$ cat config.mk
export PLATFORM = sky130hd
export DESIGN_NAME = conv_mac_sequencer_flat
export DESIGN_NICKNAME = d
export VERILOG_FILES = /design/src/rtl/conv_pkg.sv /design/src/rtl/conv_mac_sequencer_if.sv /design/src/rtl/conv_acc_add.sv /design/src/rtl/conv_mac_sequencer.sv /design/src/flat_wrapper.sv
export SDC_FILE = /design/constraint.sdc
export NUM_CORES = 1
export LEC_CHECK = 0
export BUFFER_PORTS_ARGS = -buffer_cell sky130_fd_sc_hd__clkbuf_2
export CAP_MARGIN = 20
export CORE_MARGIN = 2
export CORE_UTILIZATION = 49
export CTS_CLUSTER_DIAMETER = 50
export CTS_CLUSTER_SIZE = 20
export DETAILED_ROUTE_END_ITERATION = 10
export GPL_TIMING_DRIVEN = 0
export PLACE_DENSITY = 0.8
export SYNTH_ARGS = -nofsm -noshare
export SYNTH_HDL_FRONTEND = slang
export SYNTH_HIERARCHICAL = 1
export SYNTH_SLANG_ARGS = --single-unit
$ cat constraint.sdc
create_clock -name Clk -period 2.65 [get_ports Clk]
set_input_delay 0.53 -clock Clk [delete_from_list [all_inputs] [get_ports Clk]]
set_output_delay 0.53 -clock Clk [all_outputs]
set_load 0.02 [all_outputs]
$ cat src/rtl/conv_pkg.sv
// Shared state encoding and width defaults for the convolution MAC sequencer.
package conv_pkg;
  localparam int DATA_W_DEF = 32;
  localparam int ADDR_W_DEF = 4;

  typedef enum logic [1:0] {IDLE, ISSUE, DRAIN, HOLD} seqStateT;
endpackage

$ cat src/rtl/conv_mac_sequencer_if.sv
// Bundle between the sequencer, its window loader, the tap buffers and the output writer.
interface conv_mac_sequencer_if import conv_pkg::*; #(
  parameter int DATA_W = DATA_W_DEF,
  parameter int ADDR_W = ADDR_W_DEF
);
  logic              Start;
  logic              Busy;
  logic              TapEn;
  logic [ADDR_W-1:0] TapAddr;
  logic [DATA_W-1:0] ProdIn;
  logic [DATA_W-1:0] Result;
  logic              ResultValid;
  logic              ResultReady;
  logic              Overflow;

  // Result/Overflow transfer on a rising edge where ResultValid and ResultReady are both high;
  // until then ResultValid stays high and Result/Overflow hold their values.
  modport master (
    input  Start, ProdIn, ResultReady,
    output Busy, TapEn, TapAddr, Result, ResultValid, Overflow
  );
  modport slave (
    output Start, ProdIn, ResultReady,
    input  Busy, TapEn, TapAddr, Result, ResultValid, Overflow
  );
endinterface

$ cat src/rtl/conv_acc_add.sv
// Two's-complement adder with signed-overflow detection for the running sum.
module conv_acc_add import conv_pkg::*; #(
  parameter int DATA_W = DATA_W_DEF
) (
  input  logic [DATA_W-1:0] A,
  input  logic [DATA_W-1:0] B,
  output logic [DATA_W-1:0] Sum,
  output logic              Ovf
);
  assign Sum = A + B;
  assign Ovf = (A[DATA_W-1] == B[DATA_W-1]) && (Sum[DATA_W-1] != A[DATA_W-1]);
endmodule

$ cat src/rtl/conv_mac_sequencer.sv
// Issues one pixel's tap addresses, accumulates the returned products and
// presents the sum on a valid/ready port.
module conv_mac_sequencer import conv_pkg::*; #(
  parameter int DATA_W      = DATA_W_DEF,
  parameter int KERNEL_TAPS = 9,
  parameter int ADDR_W      = ADDR_W_DEF,
  parameter int PROD_LAT    = 1
) (
  input  logic                  Clk,
  input  logic                  Reset,
  conv_mac_sequencer_if.master  bus,
  output seqStateT              DbgState
);
  localparam int CNT_W = $clog2(PROD_LAT + 1);
  localparam logic [ADDR_W-1:0] LAST_TAP   = ADDR_W'(KERNEL_TAPS - 1);
  localparam logic [CNT_W-1:0]  LAST_DRAIN = CNT_W'(PROD_LAT - 1);

  seqStateT            state;
  logic                busyQ;
  logic                tapEnQ;
  logic                validQ;
  logic                ovfQ;
  logic [ADDR_W-1:0]   tapAddrQ;
  logic [CNT_W-1:0]    drainCnt;
  logic [PROD_LAT-1:0] prodPipe;
  logic [PROD_LAT:0]   pipeShift;
  logic [DATA_W-1:0]   acc;
  logic [DATA_W-1:0]   accSum;
  logic                addOvf;
  logic                prodValid;

  // The pipe mirrors TapEn delayed by PROD_LAT, so its tail marks the cycle a product lands.
  assign pipeShift = {prodPipe, tapEnQ};
  assign prodValid = prodPipe[PROD_LAT-1];

  conv_acc_add #(.DATA_W(DATA_W)) uAdd (
    .A   (acc),
    .B   (bus.ProdIn),
    .Sum (accSum),
    .Ovf (addOvf)
  );

  always_ff @(posedge Clk) begin
    if (Reset) begin
      state    <= IDLE;
      busyQ    <= 1'b0;
      tapEnQ   <= 1'b0;
      validQ   <= 1'b0;
      ovfQ     <= 1'b0;
      tapAddrQ <= '0;
      drainCnt <= '0;
      prodPipe <= '0;
      acc      <= '0;
    end else begin
      prodPipe <= pipeShift[PROD_LAT-1:0];
      if (prodValid) begin
        acc <= accSum;
        if (addOvf) ovfQ <= 1'b1;
      end
      case (state)
        IDLE: begin
          if (bus.Start) begin
            acc      <= '0;
            ovfQ     <= 1'b0;
            tapAddrQ <= '0;
            tapEnQ   <= 1'b1;
            busyQ    <= 1'b1;
            state    <= ISSUE;
          end
        end
        ISSUE: begin
          if (tapAddrQ == LAST_TAP) begin
            tapEnQ   <= 1'b0;
            tapAddrQ <= '0;
            drainCnt <= '0;
            state    <= DRAIN;
          end else begin
            tapAddrQ <= tapAddrQ + 1'b1;
          end
        end
        DRAIN: begin
          // The final product is added on the same edge that enters HOLD.
          if (drainCnt == LAST_DRAIN) begin
            validQ <= 1'b1;
            state  <= HOLD;
          end else begin
            drainCnt <= drainCnt + 1'b1;
          end
        end
        HOLD: begin
          if (bus.ResultReady) begin
            validQ <= 1'b0;
            busyQ  <= 1'b0;
            state  <= IDLE;
          end
        end
        default: state <= IDLE;
      endcase
    end
  end

  assign bus.Busy        = busyQ;
  assign bus.TapEn       = tapEnQ;
  assign bus.TapAddr     = tapAddrQ;
  assign bus.Result      = acc;
  assign bus.ResultValid = validQ;
  assign bus.Overflow    = ovfQ;
  assign DbgState        = state;
endmodule

$ cat src/flat_wrapper.sv
// flat-port wrapper written by rule: the top's interface ports become plain ports
module conv_mac_sequencer_flat import conv_pkg::*;
#(
  parameter int DATA_W      = DATA_W_DEF,
  parameter int KERNEL_TAPS = 9,
  parameter int ADDR_W      = ADDR_W_DEF,
  parameter int PROD_LAT    = 1
)
  (Clk, Reset, DbgState, bus_Start, bus_ProdIn, bus_ResultReady, bus_Busy, bus_TapEn, bus_TapAddr, bus_Result, bus_ResultValid, bus_Overflow);
  conv_mac_sequencer_if #(.DATA_W(DATA_W), .ADDR_W(ADDR_W)) bus_i ();
  input  logic Clk;
  input  logic Reset;
  output seqStateT DbgState;
  input wire logic [$bits(bus_i.Start)-1:0] bus_Start;
  input wire logic [$bits(bus_i.ProdIn)-1:0] bus_ProdIn;
  input wire logic [$bits(bus_i.ResultReady)-1:0] bus_ResultReady;
  output wire logic [$bits(bus_i.Busy)-1:0] bus_Busy;
  output wire logic [$bits(bus_i.TapEn)-1:0] bus_TapEn;
  output wire logic [$bits(bus_i.TapAddr)-1:0] bus_TapAddr;
  output wire logic [$bits(bus_i.Result)-1:0] bus_Result;
  output wire logic [$bits(bus_i.ResultValid)-1:0] bus_ResultValid;
  output wire logic [$bits(bus_i.Overflow)-1:0] bus_Overflow;
  assign bus_i.Start = bus_Start;
  assign bus_i.ProdIn = bus_ProdIn;
  assign bus_i.ResultReady = bus_ResultReady;
  assign bus_Busy = bus_i.Busy;
  assign bus_TapEn = bus_i.TapEn;
  assign bus_TapAddr = bus_i.TapAddr;
  assign bus_Result = bus_i.Result;
  assign bus_ResultValid = bus_i.ResultValid;
  assign bus_Overflow = bus_i.Overflow;
  conv_mac_sequencer #(.DATA_W(DATA_W), .KERNEL_TAPS(KERNEL_TAPS), .ADDR_W(ADDR_W), .PROD_LAT(PROD_LAT)) u_core (.Clk(Clk), .Reset(Reset), .bus(bus_i), .DbgState(DbgState));
endmodule
### Word-level counts from Yosys, hierarchy flattened

Index checks and enable logic that the tools add are counted.

| storage, ports and cells | value |
|---|---|
| word-level logic and storage cells | 58 |
| register bits after elaboration | 44 |
| input bits | 36 |
| output and inout port bits | 42 |

| cells by class | value |
|---|---|
| equality and inequality tests | 10 |
| muxes and demuxes | 24 |
| reduce and logical (&&, ||, !) cells | 12 |
| $add $sub $neg | 3 |

Operator list:

| operator | number |
|---|---|
| $mux W32 | 3 |
| $add A32 B32 Y32 | 1 |
| $mux W1 | 9 |
| $reduce_and A3 Y1 | 3 |
| $mux W2 | 4 |
| $mux W4 | 2 |
| $pmux W1 S2 | 4 |
| $pmux W2 S4 | 1 |
| $pmux W4 S2 | 1 |
| $reduce_bool A2 Y1 | 4 |
| $ne A2 B2 Y1 const B | 3 |
| $add A4 B1 Y4 const B | 1 |
| $eq A2 B2 Y1 const B | 2 |
| $eq A4 B4 Y1 const B | 1 |
| $reduce_and A2 Y1 | 2 |
| $reduce_and A4 Y1 | 1 |
| $eq A2 B1 Y1 const B | 1 |
| $logic_not A2 Y1 | 1 |
| $ne A2 B1 Y1 const B | 1 |
| $add A1 B1 Y1 const B | 1 |
| $eq A1 B1 Y1 | 1 |
| $logic_and A1 B1 Y1 | 1 |
| $ne A1 B1 Y1 | 1 |

### Logic depth before layout (Yosys ltp)

Gate-level depths: netlist (run 1).

| depth | value |
|---|---|
| depth in word-level cells | 7 |
| gate-level depth with buffers | 11 |
| gate-level depth less buffers | 11 |

### Modules after synthesis

The synthesis (run 1) kept the hierarchy.

By module, submodules not included:

| module | area each (um^2) | instances | cells an instance | seq. area each (um^2) |
|---|---|---|---|---|
| conv_acc_add | 1931.9 | 1 | 266 | 0.0 |
| conv_mac_sequencer | 1730.4 | 1 | 171 | 860.8 |

### Least setup slack after synthesis (run 1)

Ideal clock, no wire load.

| path | value |
|---|---|
| kind | input port to flip-flop |
| start | input port bus_ProdIn[0] |
| end | register u_core.acc[24] (netlist: u_core/bus.Result[24]) |
| required time | 2.533 ns |
| cell stages on the path | 11 |
| slack | 0.012 ns |
| buffers on the path | 0 |
| library setup time | 0.117 ns |
| arrival | 2.521 ns |
| path through | ha_1 -> fa_1 -> a21o_1 -> a221oi_2 -> o21a_1 -> o21ai_1 -> o21ai_1 -> o31ai_1 -> xor2_1 -> mux2i_1 -> nor2_1 |

| between the ends | value |
|---|---|
| word-level cells in the longest chain between the ends | 4 |

Ends and longest elaborated chain:

| item | line | text |
|---|---|---|
| start: declaration | flat_wrapper.sv:15 | `input wire logic [$bits(bus_i.ProdIn)-1:0] bus_ProdIn;` |
| $add A32 B32 Y32 * | conv_acc_add.sv:10 | `assign Sum = A + B;` |
| via u_core.accSum[24] | conv_mac_sequencer.sv:28 | `logic [DATA_W-1:0] accSum;` |
| $mux W32 * | conv_mac_sequencer.sv:56 | `if (prodValid) begin` |
| $mux W32 | conv_mac_sequencer.sv:62 | `if (bus.Start) begin` |
| $mux W32 * | conv_mac_sequencer.sv:60 | `case (state)` |
| end signal: assignment | conv_mac_sequencer.sv:57 | `acc <= accSum;` |
| end: declaration | conv_mac_sequencer.sv:27 | `logic [DATA_W-1:0] acc;` |

The timed path passes the listed nets; every way through them passes the cells marked *.
A chain may end at the register's enable or synchronous reset.

### Final worst setup path (run 1)

Ends and elaborated chain as after synthesis.

==> results of run 1 <==
final cells by class:
type	count	area (um^2)
fillers	659	2650
multi-input cells	363	2870
flip-flops and latches	43	870
plain buffers	19	109
inverters	11	41.3
well taps	99	124
repair buffers	93	505
clock inverters	1	5.00
clock buffers	7	76.3
sequential cells by signal (all words and copies together) (netlist names):
register                cells
u_core/DbgState             2
u_core/bus.Busy             1
u_core/bus.Overflow         1
u_core/bus.Result          32
u_core/bus.ResultValid      1
u_core/bus.TapAddr          4
u_core/bus.TapEn            1
u_core/prodPipe             1
layer usage:
layer	vias up	part of all wire, %	global-route usage, %
li1	1786	-	-
met1	1736	43	26.7
met2	104	49	39.6
met3	19	5.7	4.84
met4	0	2.2	8.08
met5	-	0	0
worst paths after layout:
check / from / endpoint / slack (ns) / cells past startpoint
worst max-delay path: bus_ProdIn[0] / u_core/bus.Result[24] / 0.07 / 12
worst min-delay path: u_core/bus.Overflow / u_core/bus.Overflow / 0.48 / 2
worst max register to register: u_core/bus.Result[0] / u_core/bus.Result[24] / 0.07 / 11
worst min register to register: u_core/bus.Overflow / u_core/bus.Overflow / 0.48 / 2
kinds of logic (layout without fill, tap and decap cells):
logic type / Yosys count / after routing / synth area share, %
compound gates: 126 / 126 / 24.2
xor+xnor: 28 / 28 / 6.70
fa+ha+maj: 39 / 39 / 13.5
buf+inv: 31 / 131 / 4.13
flops: 43 / 43 / 23.5
mux: 36 / 36 / 9.84
simple gates: 134 / 134 / 18.1
synthesized netlist by cell type (all sizes together), types with 3 or more instances:
master / instances / area [um^2]
nand2: 27 / 101
buf: 13 / 83.8
nor4: 4 / 31.3
clkbuf: 7 / 26.3
xor2: 10 / 87.6
o211ai: 4 / 35.0
a21o: 21 / 158
a21oi: 43 / 226
nand4: 10 / 62.6
nand3: 8 / 40.0
xnor2: 18 / 158
and2: 3 / 18.8
nand3b: 3 / 35.0
and3: 5 / 32.5
mux2i: 36 / 360
inv: 11 / 41.3
nor3: 3 / 20.0
nor2: 52 / 195
or3: 3 / 18.8
o21ai: 13 / 65.1
a31oi: 7 / 50.1
ha: 38 / 475
nand2b: 5 / 31.3
o21a: 7 / 52.6
o21bai: 4 / 30.0
a211oi: 7 / 52.6
dfxtp: 43 / 861
nor2b: 6 / 37.5
worst max-delay path, delay by kind of cell:
family | cells | cell delay (ns)
buf+inv | 1 | 0.10
mux | 1 | 0.14
simple gates | 1 | 0.05
xor+xnor | 1 | 0.16
fa+ha+maj | 2 | 0.53
compound gates | 6 | 1.26
through the flow:
step | util [%] | TNS [ns] | instance area (um^2) | setup WS [ns]
finish | 63.4 | 0 | 4600 | 0.0650
floorplan | - | 0 | 3660 | 0.0120
CTS | 59.8 | 0 | 4340 | 0.0248
global route | 63.4 | -0.0307 | 4600 | -0.0182
detailed placement | 57.5 | -4.24 | 4170 | -0.504
global placement | 57.5 | -3.65 | 4170 | -0.485
timing repair:
item / CTS / global route
setup endpoints to repair: 8 / 11
resized for setup: 11 / 33
setup buffers: 4 / 12
pin swaps: 6 / 25
where the power goes:
group / switching (mW) / leakage [nW] / internal [mW]
combinational: 0.821 / 1.74 / 0.594
sequential: 0.0880 / 0.353 / 0.740
clock: 0.239 / 0.0422 / 0.186
==> out/qor.yml, run 1 <==
status: "complete, no violations"
fin_crit_sh_pct: 97.5
path_cells: "clkbuf_2 -> ha_4 -> fa_2 -> a21o_1 -> a221oi_4 -> o21a_1 -> o21ai_1 -> o21ai_2 -> o31ai_1 -> xor2_1 -> mux2i_1 -> nor2_1"
cp-start-kind: "input port"
grt_pass1_wl_mm: 15.4
slew_violations: 0
final_cell_mix: "clkbuf_2, nor2_1, a21oi_1"
ys_warn_count: 6
die_area_um2: 8180
p_per_area_nw_per_um2: 580
ir_drop_uv: 474
syn_area_um2: 3660
die-width_um: 90.5
h-tree-depth: 2
synth-seq-area-share_pct: 23.5
diodes: 0
fin_cells: 636
async_flop_share_pct: 0
vias: 3645
ant_nets: 0
required_ns: 2.84
grt_pass1_vias: 3521
worstSkewPairLatency_ns: 0.30
maxCapViolations: 0
synth_edf_count: 0
track_usage_pct: 22.4
grt_max_degree: 13
ys.flop_type: "dfxtp_1"
skew_ns: 0.00849
leakage_nw: 2.14
layout_commonest_cell: "clkbuf_2"
drt_pass1_iterations: 4
layout-drive-gt1-share_pct: 30.5
worstSetupEndpointType: "register"
arrival_ns: 2.78
final_hold_viol_count: 0
wl_per_cell_um: 14.8
netlist_instances: 437
worstSetupPathType: "input port to register"
setup_violations: 0
viasPerCell: 5.73
clkTransAtPathRegs_ns: 0.08
hold_buffers: 0
fmax_ghz: 0.387
finish.net_count: 611
cts_root_buffer: "clkbuf_8"
clock-sinks: 43
netlist-cell-type-count: 57
ios: 78
worst_pin_slew_ns: 0.493
yosys_register_bits: 43
fin_hold_ws_ns: 0.480
fp.coreArea_um2: 7250
cts_tree: "built"
die_h_um: 90.5
area_growth_pct: 25.6
first_iter_violations: 160
wl_mm: 9.39
cts_buffer_depth: 2
rows: 31
critPathMaxFanout: 3
syn_nets: 512
place_inst: 613
max_slew_margin_pct: 66.8
finalPower_mw: 2.67
antenna_found_initial: 0
max_stage_delay_ns: 0.36
cpMaxStageDelayCell: "fa_2"
port-buffer-count: 77
initial_core_util_pct: 50.5
dpl.hpwl_mm: 7.00
drc: 0
grt_overflow: 0
syn_avg_cell_area_um2: 8.38
hold_class: "register to register"
cts_made_buffers: 5
min_period_ns: 2.58
gp_congestion: 0.882
No activity file was read; power rests on OpenSTA's default activity.
==> run 2, diff against run 1 <==
- PLACE_DENSITY: 0.8 -> 0.76
==> out/qor.yml, run 2 (synthesized netlist as in run 1, its figures left out) <==
status: "complete, no violations"
worst_pin_slew_ns: 0.503
worstSetupStartpoint: "bus_ProdIn[0]"
dpl.hpwl_mm: 6.89
largest_register_ffs: 32
initial_core_util_pct: 50.5
grt_max_degree: 14
area_growth_pct: 26.4
die-width_um: 90.5
max_slew_margin_pct: 66.1
drc: 0
clkTransAtPathRegs_ns: 0.08
cts_buffer_depth: 2
wl_per_cell_um: 14.6
path_cells: "clkbuf_2 -> ha_4 -> fa_2 -> a21o_1 -> a221o_1 -> a211oi_2 -> a21oi_2 -> a21oi_2 -> o21ai_2 -> xor2_1 -> mux2i_1 -> nor2_1"
wl_met1_mm: 4.16
wl_met3_um: 475
p_comb_share_pct: 51.8
first_iter_violations: 154
gp_congestion: 0.889
viasPerCell: 5.64
ios: 78
r2r_end: "u_core/bus.Result[30]"
layout_commonest_cell: "clkbuf_2"
dp_slack_ns: -0.549
cts_root_buffer: "clkbuf_8"
switching_share_pct: 42.2
track_usage_pct: 21.4
rows: 31
final_cell_mix: "clkbuf_2, nor2_1, dfxtp_1, a21oi_1, mux2i_1"
antenna_found_initial: 0
final_hold_viol_count: 0
pwr-share-seq_pct: 30.4
drt_pass1_iterations: 4
die_h_um: 90.5
min_period_ns: 2.61
rr_worst_depth: 11
grt_pass1_vias: 3351
grt_pass1_wl_mm: 14.7
utilization_pct: 63.8
path_buf_inv: 1
cpMaxStageDelayCell: "a221o_1"
wl_mm: 9.29
worst_slack_ns: 0.0423
cts_made_buffers: 5
finish.net_count: 613
critPathMaxFanout: 3
diodes: 0
min_from: "u_core/bus.Overflow"
crit_family: "compound AO/OA/AOI/OAI gates"
p_per_area_nw_per_um2: 586
switching_power_mw: 1.14
port-buffer-count: 77
vias: 3600
worstSkewPairLatency_ns: 0.30
hold_class: "register to register"
arrival_ns: 2.80
fp.coreArea_um2: 7250
r2r_start: "u_core/bus.Result[0]"
max_stage_delay_ns: 0.38
ir_drop_uv: 403
cp.depth: 12
tns_ns: 0
die_area_um2: 8180
cp-start-kind: "input port"
cts_tree: "built"
critPathCapture: "u_core/bus.Result[30]"
worstSetupPathType: "input port to register"
intPower_mw: 1.57
p_clk_share_pct: 17.9
dr.max_layer_used: "met4"
grt_overflow: 0
maxCapViolations: 0
r2r_slack_ns: 0.05
wl_met2_mm: 4.48
rsz0062_at_grt: "true"
setup_violations: 0
ant_nets: 0
fmax_ghz: 0.383
layout-drive-gt1-share_pct: 30.6
leakage_nw: 2.15
path_common_cell: "a21oi_2"
clock-sinks: 43
skew_ns: 0.00664
slew_violations: 0
required_ns: 2.84
fin_crit_sh_pct: 98.4
h-tree-depth: 2
worstSetupEndpointType: "register"
[run 2: changes by cell type in the layout (fill, tap and decap cells not counted), sizes merged]
cell | previous run | this run
clkbuf | 90 | 91
clkinv | 1 | 0
buf | 29 | 30
clkinvlp | 0 | 1
[run 2: cell type report]
class                           count  area, um^2
Buffer                             20         111
Inverter                           11        41.3
Clock inverter                      1        7.51
Fill cell                         629        2630
Timing Repair Buffer               94         513
Sequential cell                    43         871
Tap cell                           99         124
Multi-Input combinational cell    363        2860
Clock buffer                        7        96.3
[run 2: worst register-to-register path, cell delays in order, from the launching register on]
cell and delay (ns):
dfxtp_4 0.36, ha_4 0.17, fa_2 0.36, a21o_1 0.24, a221o_1 0.38, a211oi_2 0.27
a21oi_2 0.11, a21oi_2 0.20, o21ai_2 0.09, xor2_1 0.14, mux2i_1 0.12, nor2_1 0.06
[run 2: metal layers]
metal  global-route usage, %  vias up
met1                    26.4     1694
met3                    5.51       17
met2                    36.5       87
met4                    6.54        0
li1                        -     1802
met5                       0        -
[run 2: metrics by stage]
| stage | instance area (um^2) | std cells | hold slack, ns | power (mW) |
|---|---|---|---|---|
| after detailed placement | 4170 | 613 | 0.471 | 2.12 |
| final | 4630 | 638 | 0.478 | 2.71 |
| after floorplan | 3660 | 437 | 0.544 | 1.81 |
| after global routing | 4630 | 638 | 0.528 | 2.90 |
| after global placement | 4170 | 613 | 0.453 | 2.08 |
| after CTS | 4350 | 625 | 0.492 | 2.63 |
[run 2: power groups by stage]
stage	sequential (mW)	clock, mW	combinational (mW)
after floorplan	0.927	0	0.879
after global placement	0.829	0	1.25
after detailed placement	0.835	0	1.28
after CTS	0.820	0.497	1.31
after global routing	0.841	0.522	1.54
final	0.823	0.484	1.40
[run 2: how the worst min path moves through the flow]
stage / slack [ns] / cells past startpoint / end
after global routing: 0.53 / 2 / u_core/bus.Overflow
after detailed placement: 0.47 / 2 / u_core/bus.Overflow
after floorplan: 0.54 / 2 / u_core/bus.Busy
final: 0.48 / 2 / u_core/bus.Overflow
after global placement: 0.45 / 2 / u_core/bus.Overflow
after CTS: 0.49 / 2 / u_core/bus.Overflow
[run 2: what timing repair did]
action | CTS | global route
setup buffers | 4 | 13
resized for setup | 9 | 36
pin swaps | 4 | 27
hold buffers | 0 | 0
endpoints found under the setup margin | 7 | 13
==> run 3, diff against run 2 <==
- CELL_PAD_IN_SITES_DETAIL_PLACEMENT: not set -> 1
- CELL_PAD_IN_SITES_GLOBAL_PLACEMENT: not set -> 1
- CORE_UTILIZATION: 49 -> 36
- PLACE_DENSITY: 0.76 -> not set
- PLACE_DENSITY_LB_ADDON: not set -> 0.1
- SYNTH_HIERARCHICAL: 1 -> not set
==> out/qor.yml, run 3 <==
status: "complete, no violations"
fp.coreArea_um2: 8810
diodes: 0
area_growth_pct: 28.7
dpl.hpwl_mm: 7.94
hold-path-cell-count: 2
syn_nets: 493
synth-seq-area-share_pct: 26.0
cts_made_buffers: 5
skew_ns: 0.00733
wl_mm: 10.8
die_h_um: 99.8
h-tree-depth: 2
async_flop_share_pct: 0
worstSetupPathType: "register to register"
netlist-cell-type-count: 50
yosysTopAreaCell: "dfxtp_1"
crit_family: "compound AO/OA/AOI/OAI gates"
worst_pin_slew_ns: 0.856
final_cell_mix: "clkbuf_2, a21oi_1, nor2_1"
ios: 78
max_stage_delay_ns: 0.40
track_usage_pct: 21.4
vias: 3541
fin_crit_sh_pct: 100
cts_root_buffer: "clkbuf_8"
layout_commonest_cell: "clkbuf_2"
rr_worst_depth: 10
synthSimpleGateAreaFrac_pct: 22.4
synth_edf_count: 0
synth_xor_area_share_pct: 3.44
grt_max_degree: 14
synth_top_family_by_area: "compound AO/OA/AOI/OAI gates"
synth_most_common_cell: "a21oi_1"
cp.depth: 10
setup_violations: 0
arrival_ns: 2.86
netlist_instances: 419
hold_buffers: 0
worstSetupEndpointType: "register"
wl_per_cell_um: 17.1
synthMuxAreaShare_pct: 4.84
tns_ns: 0
grt_overflow: 0
yosys.area_share.adder_pct: 14.6
initial_core_util_pct: 37.5
antenna_found_initial: 0
first_iter_violations: 75
drt_pass1_iterations: 4
cts_tree: "built"
fill_cells: 1134
finish.net_count: 595
die_area_um2: 9970
slew_violations: 0
min_period_ns: 2.65
synth_compound_area_share_pct: 25.2
viasPerCell: 5.62
largest_register_ffs: 32
clkTransAtPathRegs_ns: 0.10
worstSkewPairLatency_ns: 0.31
gp_congestion: 0.787
layout-drive-gt1-share_pct: 25.9
leakage_nw: 1.89
die-width_um: 99.8
rows: 34
cpMaxStageDelayCell: "fa_2"
path_cells: "ha_4 -> fa_2 -> a21o_1 -> nand4_1 -> a211oi_2 -> o2111ai_2 -> nand3_4 -> a41oi_4 -> nor4_2 -> a311o_1"
ant_nets: 0
cts_buffer_depth: 2
utilization_pct: 48.3
syn_area_um2: 3310
rsz0062_at_grt: "true"
max_slew_margin_pct: 42.9
final_hold_viol_count: 0
r2r_slack_ns: 0.001
drc: 0
path_buf_inv: 0
yosys-top-cells-area: "dfxtp_1, ha_1, a21oi_1, nor2_1, mux2i_1"
cp-start-kind: "register"
syn_avg_cell_area_um2: 7.89
ys_warn_count: 0
ir_drop_uv: 381
yosys_register_bits: 43
critPathMaxFanout: 4
p_per_area_nw_per_um2: 574
port-buffer-count: 77
synth_top_area_share_pct: 26.0
fmax_ghz: 0.378
maxCapViolations: 0
grt_pass1_vias: 3543
ys.flop_type: "dfxtp_1"
hold_class: "register to register"
synth_commonest_cells: "a21oi_1, nor2_1, dfxtp_1, ha_1, nand2_1"
required_ns: 2.86
clock-sinks: 43
grt_pass1_wl_mm: 17.4
==> run 3: changes by cell type after synthesis, sizes merged, moves of 8 or more <==
cell	previous run	this run
mux2i	36	16
buf	13	1
nor3	3	11
a21oi	43	51
nand3	8	20
xnor2	18	6
o21ai	13	23
==> run 3: routing by layer <==
layer / vias to the layer above / routed length (um) / global-route usage [%]
li1: 1746 / - / -
met1: 1725 / 5030 / 28.6
met2: 65 / 5180 / 36.7
met3: 5 / 502 / 3.34
met4: 0 / 75 / 4.32
met5: - / 0 / 0
==> run 3: worst reg2reg max path, cell delays in order, from the launching register on <==
cell       delay (ns)
dfxtp_4          0.36
ha_4             0.17
fa_2             0.40
a21o_1           0.20
nand4_1          0.17
a211oi_2         0.13
o2111ai_2        0.33
nand3_4          0.16
a41oi_4          0.30
nor4_2           0.07
a311o_1          0.27
==> run 3: what timing repair did <==
action,CTS,global route
gates resized for setup,18,15
cloned,0,0
pin swaps,15,21
buffers inserted,11,7
endpoints found under the setup margin,9,13
==> run 3: layout make-up <==
class                      instances  area [um^2]  area share [%]
timing repair buffer              95          520            12.2
clock buffer                       6         72.6            1.71
clock inverter                     2         12.5           0.294
multi-input combinational        345         2520            59.3
sequential                        43          872            20.5
inverter                          17         63.8            1.50
tap                              108          135            3.18
buffer                            14         52.6            1.24
==> run 3: cell families after synthesis <==
kind of cell	Yosys count
AO/OA/AOI/OAI	128
adder cells (fa/ha/maj)	38
flip-flops	43
multiplexers	16
AND/OR/NAND/NOR	150
buffers and inverters	31
XOR/XNOR	13
==> run 3: worst paths after layout <==
kind                        start                    end
max          u_core.bus.Result[0]  u_core.bus.Result[24]
min           u_core.bus.Overflow    u_core.bus.Overflow
max reg2reg  u_core.bus.Result[0]  u_core.bus.Result[24]
min reg2reg   u_core.bus.Overflow    u_core.bus.Overflow
==> run 3: through the flow <==
step                      hold WS (ns)  instances  cell area, um^2  power, mW  setup slack [ns]
after floorplan                  0.525        419             3330       1.57           0.00996
after global placement           0.442        604             3850       1.87            -0.449
after detailed placement         0.444        604             3850       1.90            -0.483
after CTS                        0.457        623             4130       2.42           -0.0614
after global routing             0.486        630             4250       2.62           -0.0877
final                            0.452        630             4250       2.44           0.00121
==> run 3: where the power goes <==
group | internal (mW) | switching (mW)
registers | 0.730 | 0.0835
logic | 0.434 | 0.733
clock network | 0.185 | 0.277
